`src/rtl/cp_insert_ctrl.sv`:
```
// Cyclic-prefix insertion sequencer. Fills a symbol BRAM with N samples, then
// replays the last C samples (prefix) followed by all N samples. Reads are
// issued only when the 2-entry output skid has room for them, so any m_ready
// pattern is absorbed without losing or repeating samples.
module cp_insert_ctrl #(
  parameter int DATA_W = 32,
  parameter int ADDR_W = 13
) (
  input  logic              clk,
  input  logic              rst,
  input  logic [ADDR_W:0]   cfg_fft_len,
  input  logic [ADDR_W-1:0] cfg_cp_len,
  input  logic [DATA_W-1:0] s_data,
  input  logic              s_valid,
  output logic              s_ready,
  output logic [DATA_W-1:0] m_data,
  output logic              m_valid,
  input  logic              m_ready,
  output logic              m_cp_flag,
  output logic              m_last,
  output logic              cfg_err,
  output logic              bram_wea,
  output logic [ADDR_W-1:0] bram_addra,
  output logic [DATA_W-1:0] bram_dina,
  output logic              bram_enb,
  output logic [ADDR_W-1:0] bram_addrb,
  input  logic [DATA_W-1:0] bram_doutb
);

  typedef enum logic [1:0] {IDLE, FILL, CP, BODY} state_t;

  typedef struct packed {
    logic [DATA_W-1:0] data;
    logic              cp;
    logic              last;
  } beat_t;

  localparam logic [ADDR_W:0] MAX_N = {1'b1, {ADDR_W{1'b0}}};
  localparam logic [ADDR_W:0] ONE   = {{ADDR_W{1'b0}}, 1'b1};

  state_t            state_q, state_d;
  logic [ADDR_W:0]   n_q, n_d;
  logic [ADDR_W-1:0] c_q, c_d;
  logic [ADDR_W:0]   wcnt_q, wcnt_d;
  logic [ADDR_W:0]   rcnt_q, rcnt_d;
  logic              s_ready_q, s_ready_d;
  logic              cfg_err_q, cfg_err_d;
  logic              rd_vld_q, rd_cp_q, rd_last_q;
  logic              rd_vld_d, rd_cp_d, rd_last_d;
  beat_t             fifo_q [2];
  beat_t             fifo_d [2];
  logic [1:0]        cnt_q, cnt_d;

  logic              wr_go, rd_go, slot_free, pop, cfg_ok;
  logic [ADDR_W:0]   phase_len, rd_addr;
  beat_t             inflight, head;

  // Read issue: prefix walks N-C..N-1, body walks 0..N-1, gated by skid room
  always_comb begin
    phase_len = (state_q == CP) ? {1'b0, c_q} : n_q;
    rd_addr   = (state_q == CP) ? (n_q - {1'b0, c_q} + rcnt_q) : rcnt_q;
    slot_free = (cnt_q + {1'b0, rd_vld_q}) < 2'd2;
    rd_go     = ((state_q == CP) || (state_q == BODY)) && (rcnt_q < phase_len) && slot_free;
    wr_go     = (state_q == FILL) && s_valid && s_ready_q;
    cfg_ok    = (cfg_fft_len != '0) && (cfg_fft_len <= MAX_N) && ({1'b0, cfg_cp_len} < cfg_fft_len);
  end

  // Output head: oldest skid entry, else the BRAM word arriving this cycle
  always_comb begin
    inflight  = '{data: bram_doutb, cp: rd_cp_q, last: rd_last_q};
    head      = (cnt_q != 2'd0) ? fifo_q[0] : inflight;
    m_valid   = (cnt_q != 2'd0) || rd_vld_q;
    m_data    = head.data;
    m_cp_flag = m_valid && head.cp;
    m_last    = m_valid && head.last;
    pop       = m_valid && m_ready;
  end

  // Skid update: pop from the front, park an unconsumed in-flight word at the back
  always_comb begin
    fifo_d    = fifo_q;
    cnt_d     = cnt_q;
    rd_vld_d  = rd_go;
    rd_cp_d   = (state_q == CP);
    rd_last_d = (state_q == BODY) && (rcnt_q == n_q - ONE);
    if (pop && (cnt_q != 2'd0)) begin
      fifo_d[0] = fifo_q[1];
      cnt_d     = cnt_q - 2'd1;
    end
    if (rd_vld_q && !(pop && (cnt_q == 2'd0))) begin
      fifo_d[cnt_d[0]] = inflight;
      cnt_d            = cnt_d + 2'd1;
    end
  end

  // Sequencer: config latch, fill counting, prefix/body read counting
  always_comb begin
    state_d   = state_q;
    n_d       = n_q;
    c_d       = c_q;
    wcnt_d    = wcnt_q;
    rcnt_d    = rcnt_q;
    s_ready_d = s_ready_q;
    cfg_err_d = 1'b0;
    case (state_q)
      IDLE: begin
        n_d    = cfg_fft_len;
        c_d    = cfg_cp_len;
        wcnt_d = '0;
        rcnt_d = '0;
        if (cfg_ok) begin
          state_d   = FILL;
          s_ready_d = 1'b1;
        end else begin
          cfg_err_d = 1'b1;
        end
      end
      FILL: begin
        if (wr_go) begin
          wcnt_d = wcnt_q + ONE;
          if (wcnt_q == n_q - ONE) begin
            s_ready_d = 1'b0;
            state_d   = (c_q != '0) ? CP : BODY;
          end
        end
      end
      CP: begin
        if (rd_go) begin
          rcnt_d = rcnt_q + ONE;
          if (rcnt_q == {1'b0, c_q} - ONE) begin
            rcnt_d  = '0;
            state_d = BODY;
          end
        end
      end
      default: begin
        if (rd_go) rcnt_d = rcnt_q + ONE;
        if (pop && head.last) state_d = IDLE;
      end
    endcase
  end

  // State registers with synchronous reset
  always_ff @(posedge clk) begin
    if (rst) begin
      state_q   <= IDLE;
      n_q       <= '0;
      c_q       <= '0;
      wcnt_q    <= '0;
      rcnt_q    <= '0;
      s_ready_q <= 1'b0;
      cfg_err_q <= 1'b0;
      rd_vld_q  <= 1'b0;
      rd_cp_q   <= 1'b0;
      rd_last_q <= 1'b0;
      fifo_q[0] <= '0;
      fifo_q[1] <= '0;
      cnt_q     <= '0;
    end else begin
      state_q   <= state_d;
      n_q       <= n_d;
      c_q       <= c_d;
      wcnt_q    <= wcnt_d;
      rcnt_q    <= rcnt_d;
      s_ready_q <= s_ready_d;
      cfg_err_q <= cfg_err_d;
      rd_vld_q  <= rd_vld_d;
      rd_cp_q   <= rd_cp_d;
      rd_last_q <= rd_last_d;
      fifo_q    <= fifo_d;
      cnt_q     <= cnt_d;
    end
  end

  assign s_ready    = s_ready_q;
  assign cfg_err    = cfg_err_q;
  assign bram_wea   = wr_go;
  assign bram_addra = wcnt_q[ADDR_W-1:0];
  assign bram_dina  = s_data;
  assign bram_enb   = rd_go;
  assign bram_addrb = rd_go ? rd_addr[ADDR_W-1:0] : '0;

endmodule

```
`config.mk`:
```
export PLATFORM = sky130hd
export DESIGN_NAME = cp_insert_ctrl
export DESIGN_NICKNAME = d
export VERILOG_FILES = /design/src/rtl/cp_insert_ctrl.sv
export SDC_FILE = /design/constraint.sdc
export NUM_CORES = 1
export LEC_CHECK = 0
export BUFFER_PORTS_ARGS = -buffer_cell sky130_fd_sc_hd__buf_2
export CORE_ASPECT_RATIO = 1.25
export CORE_MARGIN = 2
export CORE_UTILIZATION = 51
export CTS_CLUSTER_SIZE = 20
export DETAILED_ROUTE_END_ITERATION = 10
export GPL_TIMING_DRIVEN = 0
export PLACE_DENSITY_LB_ADDON = 0.05
export SLEW_MARGIN = 20
export SYNTH_ARGS = -nofsm -noshare
export SYNTH_HDL_FRONTEND = slang
export SYNTH_SLANG_ARGS = --single-unit
export TNS_END_PERCENT = 5
```
`constraint.sdc`:
```
create_clock -name clk -period 4.5 [get_ports clk]
set_clock_uncertainty 0.15 [all_clocks]
set_input_delay 1.125 -clock clk [delete_from_list [all_inputs] [get_ports clk]]
set_output_delay 1.125 -clock clk [all_outputs]
set_load 0.01 [all_outputs]
```
* After elaboration in Yosys (flattened, before gate mapping)
Cells that the tools add are included.
** Storage, ports and cells
- Latch bits :: 0
- RAM bits :: 0
- Bits of input ports :: 95
- Output and inout bits :: 97
- Memories kept :: 0
- Logic and storage cells :: 107
- Memory bits (read-only) :: 0
- Flip-flop bits (word level) :: 132
** Cells by class
- Shift-type cells :: 0
- Add/sub/neg operators :: 9
- Reductions and logical operators :: 31
- Eq/ne operators :: 11
- Divide/modulo/power cells :: 0
- Mux-type cells :: 30
- $mul :: 0
- Magnitude comparators :: 6
- Bitwise gates (word level) :: 3
** Operator list (count)
- $mux 34 :: 3
- $mux 14 :: 5
- $bwmux 68 :: 1
- $mux 68 :: 1
- $eq 14x14->1 :: 3
- $pmux 14 s3 :: 1
- $demux 34 s1 :: 1
- $add 14x1->14 const B :: 2
- $pmux 14 s2 :: 1
- $mux 13 :: 2
- $mux 2 :: 8
- $logic_and 1x1->1 :: 15
- $le 14x14->1 const B :: 1
- $lt 13x14->1 :: 1
- $lt 14x14->1 :: 1
- $reduce_bool 14->1 :: 1
- $sub 13x1->14 const B :: 1
- $sub 14x1->14 const B :: 1
- $add 13x13->13 :: 1
- $reduce_bool 13->1 :: 1
- $sub 13x13->13 :: 1
- $ne 2x1->1 const B :: 3
- $pmux 2 s3 :: 1
- $reduce_and 6->1 :: 1
- other kinds (22) :: 33

* Logic depth before layout (Yosys ltp)
- Depth after elaboration :: 12
- Gate-level depth with buffers :: 16
- Depth with buffers taken out :: 13

* Worst setup path before layout
Ideal clock, no wire load.
- Path type :: reg-to-output
- From :: register state_q[0]
- To :: output port bram_addrb[10]
- Buffers on the path :: 3
- Data arrival time :: 3.432 ns
- Data required time :: 3.225 ns
- Setup slack :: -0.207 ns
- Stages on the path, launching flop included :: 15
- Path through :: dfxtp_1 > inv_1 > ha_1 > clkbuf_1 > clkbuf_1 > mux2i_1 > ha_1 > a21o_1 > a21oi_1 > nor2_1 > a2111oi_0 > o21a_1 > nand2_1 > clkbuf_1 > nor2_1
** On the way
- Cells in the longest elaborated chain, start to end :: 6
- Elaborated cells on any way between the ends :: 9
- Classes of those cells :: order compare: 1; eq/ne: 2; mux: 3; reduce/logical: 3
** RTL lines
- start: declaration :: RTL line 41 : state_t state_q, state_d;
- start signal: assignment :: RTL line 160 : state_q <= state_d;
- $eq 2x2->1 :: RTL line 60, 61, 63
- $mux 14 :: RTL line 60 : phase_len = (state_q == CP) ? {1'b0, c_q} : n_q;
- $lt 14x14->1 :: RTL line 63 : rd_go = ((state_q == CP) || (state_q == BODY)) && (rcnt_q < phase_len) && slot_free;
- $logic_and 1x1->1 (2 in series) :: RTL line 63
- $mux 13 * :: RTL line 181 : assign bram_addrb = rd_go ? rd_addr[ADDR_W-1:0] : '0;
- end: declaration :: RTL line 26 : output logic [ADDR_W-1:0] bram_addrb,
Every way passes the cells marked *; elsewhere a longest branch is shown, timed or not.

* Worst setup path in the final report
- From :: register rcnt_q[1]
- To :: output port bram_addrb[12]
** On the way
- Cells in the longest elaborated chain, start to end :: 4
- Elaborated cells on any way between the ends :: 6
- Classes of those cells :: add/sub: 1; order compare: 1; mux: 2; reduce/logical: 2
** RTL lines
- start: declaration :: RTL line 45 : logic [ADDR_W:0] rcnt_q, rcnt_d;
- start signal: assignment :: RTL line 164 : rcnt_q <= rcnt_d;
- $lt 14x14->1 :: RTL line 63
- $logic_and 1x1->1 (2 in series) :: RTL line 63
- $mux 13 * :: RTL line 181
Marked as above.

==> metrics.md <==
| Metric | Value |
|---|---|
| Post-detailed-route wirelength per cell | 17.6 microns |
| Fraction of final layout cells sized beyond drive strength 1 | 26.6% |
| Synthesis-to-layout area growth | 21.2% |
| Layout Nets | 1453 |
| TritonCTS clock tree | done |
| First-pass detailed-route iteration total | 5 |
| Switching power of the nets | 2.32 mW |
| Post-synthesis cell area | 9460 sq um |
| Global Route Usage Sum | 27.1% |
| Number of max-slew violations in the final report | 0 |
| Run status | complete, but fails checks |
| Highest fanout seen on the critical path | 3 |
| Area taken by multi-input logic gates | 5970 sq um |
| Reg2reg setup slack | 0.46 ns |
| Starting DRC count in detailed routing | 489 |
| Chip width | 126 microns |
| Biggest cell delay along the critical path | 0.48 ns |
| Pin count of the biggest net entering global routing | 17 |
| Mean post-synth cell area | 8.53 sq um |
| Share of power burned in registers | 24.3% |
| Actual transition at the worst max-transition pin | 0.832 ns |
| Cell Pwr Density | 498 nW/um^2 |
| Max Buffers Root-to-Sink | 2 |
| Core utilization of the finished layout | 63.1% |
| Number of standard cells in the layout, taps in and fillers out | 1541 |
| Worst slack, placed | -1.29 ns |
| Cell Count Post-Placement | 1496 |
| Die ar. | 19700 sq um |
| Routability cong. | 0.952 |
| Starting Density | 52.1% |
| Skew-Pair Late Insertion Delay | 0.43 ns |
| Number of synthesized flops with an enable pin | 0 |
| Classification of the worst setup path | register to output port |
| Comb power frac | 50.5% |
| Sequential area share after synthesis | 27.9% |
| I/O pin count | 192 |
| Final Routed Wirelength | 27100 microns |
| Hold Vio Cnt, Final | 0 |
| Placeable core area | 18200 sq um |
| Share of power burned in the clock network | 25.2% |
| Peak clock frequency supported by timing | 210 MHz |
| Clock tree sinks | 132 |
| Worst hold path class | register to register |
| Gate count of the mapped netlist | 1109 |
| Syn nets | 1265 |
| RSZ-0062 raised after global routing | true |
| Ys Warns | 0 |
| Startpoint types | register |
| Max-slew headroom | 44.1% |
| Count of nets left with antenna violations after detail routing | 0 |
| Most common cell after layout, fill and taps aside | buf_2 |
| H-Tree Depth | 4 |
| DRC violations left | 0 |
| Fraction of power spent switching nets | 40.6% |
| Most frequent cells in the layout | buf_2 (161), nor2_1 (151), mux2i_1 (124), dfxtp_1 (123), inv_1 (73) |
| Hold slack | 0.344 ns |
| Static Leakage | 5.17 nW |
| Detail-routed via count per cell | 5.59 |
| Std-Cell Rows | 55 |
| Clock slew at reported path FFs | 0.07 ns |
| Period utilization | 106% |
| Kind of end point of the critical path | output port |
| Clock period minus worst slack | 4.76 ns |
| First-pass GRT wire length | 42700 microns |
| Worst path setup slack after routing | -0.260 ns |
| Routed via count | 8617 |
| Internal | 3.39 mW |
| Dominant register cell in the synthesized netlist | dfxtp_1 |
| Via count of the first global-routing pass | 8285 |
| Ys async rst share | 0% |
| Number of antenna violations at the first check in global routing | 3 |
| Root buffer cell | clkbuf_16 |
| Number of buffers added by the clock tree synthesis step | 17 |
| Worst Path Required | 3.22 ns |
| Number of distinct library cells after synthesis | 65 |
| Max Cap Violations | 0 |
| Number of I/O port buffers | 159 |
| Chip Height | 156 microns |
| Failing checks | negative setup slack |
| Flop and latch count out of synthesis | 132 |
| Area of all sequential standard cells | 2660 sq um |
| Worst-path cell with the longest stage delay | fa_1 |
| Count of filler cells inserted in the layout | 1654 |
| Sum of overflow across all layers after global routing | 0 |
| Worst EP arrival | 3.49 ns |
| Maximum vdd drop | 0.000268 V |
| Cells along the critical path | clkbuf_8 > inv_2 > fa_1 > inv_2 > fa_2 > a21o_1 > a21o_1 > a2111oi_4 > nor3_2 > o31ai_2 > xnor2_1 > buf_4 > nand4_1 > nand2_1 > buf_2 |
| Hpwl dp | 20600 microns |
| Final number of setup-violating endpoints | 5 |
layout make-up:
class | count | share of cell area (%)
diodes | 3 | 0.0655
clock inverters | 14 | 1.46
clock buffers | 18 | 3.83
flip-flops and latches | 132 | 23.2
plain buffers | 113 | 6.56
multi-input cells | 784 | 52.1
inverters | 79 | 2.64
well taps | 228 | 2.49
repair buffers | 170 | 7.66
cell usage after synthesis, types with 4 or more instances:
master	n	area, sq um
nand2_1	43	161
and4_1	5	43.8
a21oi_1	36	180
xor2_1	23	201
a21o_1	8	60.1
nor2_1	154	578
or4_1	10	75.1
mux2_2	33	372
nor4_1	10	62.6
nand4_1	14	87.6
o21ai_0	26	130
a211o_1	4	35.0
xnor2_1	46	403
nand2b_1	9	56.3
buf_4	46	345
and3_1	8	50.1
a211oi_1	43	323
fa_1	12	240
o2111ai_1	5	43.8
or3_1	9	56.3
nor2b_1	8	50.1
nand3_1	20	100
nor3_1	15	75.1
buf_1	11	41.3
buf_6	10	113
o31ai_1	7	52.6
a31oi_1	10	62.6
ha_1	49	613
inv_1	79	297
dfxtp_1	132	2640
o21a_1	4	30.0
clkbuf_1	45	169
or2_2	4	25.0
mux2i_1	124	1240
timing repair:
action                                 CTS  global route
setup endpoints to repair               31            19
setup buffers                           11             0
hold buffers                             0             0
pin swaps                               13             1
gates resized for setup                 49            14
endpoints found under the hold margin    0             0
power groups by stage:
| stage | combinational [mW] | clock [mW] | sequential (mW) |
|---|---|---|---|
| global placement | 2.65 | 0 | 1.41 |
| detailed placement | 2.68 | 0 | 1.41 |
| finish | 2.88 | 1.44 | 1.39 |
| floorplan | 2.02 | 0 | 1.37 |
| CTS | 2.84 | 1.46 | 1.38 |
| global route | 3.14 | 1.50 | 1.40 |
metrics by stage:
step	cell area [sq um]	power (mW)	TNS, ns
after floorplan	9470	3.39	-0.0439
after global placement	10500	4.06	-25.46
after detailed placement	10500	4.08	-26.67
after CTS	11400	5.68	-0.587
after global routing	11500	6.05	-2.01
final	11500	5.71	-0.500
final timing paths:
check | from | to | cells after the start
max | rcnt_q[1]$_SDFFE_PP0P_ | bram_addrb[12] | 15
min | register | register | 2
max reg2reg | c_q[1]$_SDFFE_PP0P_ | rcnt_q[7]$_SDFFE_PP0P_ | 11
min reg2reg | register | register | 2
kinds of logic (layout without fill, tap and decap cells):
group	count (synthesis)	after routing	synth area share, %
AND/OR/NAND/NOR	323	323	16.4
buffers and inverters	193	394	10.3
AO/OA/AOI/OAI	172	172	12.5
multiplexers	158	158	17.2
flip-flops	132	132	27.9
XOR/XNOR	70	70	6.64
adder cells (fa/ha/maj)	61	61	9.02
other	0	3	0
worst max-delay path, delay by kind of cell, from the launching register on:
family                   cells  cell delay, ns
XOR/XNOR                     1            0.17
AND/OR/NAND/NOR              3            0.26
AO/OA/AOI/OAI                4            0.97
buffers and inverters        5            0.47
flip-flops                   1            0.34
adder cells (fa/ha/maj)      2            0.84
metal layers:
layer / up-vias / track usage (%) / wire (microns)
met5: - / 0 / 0
li1: 4229 / - / -
met3: 57 / 6.29 / 1820
met2: 312 / 48.7 / 13800
met1: 4019 / 30.6 / 10500
met4: 0 / 12.0 / 964
No activity file was read; power rests on OpenSTA's default activity.
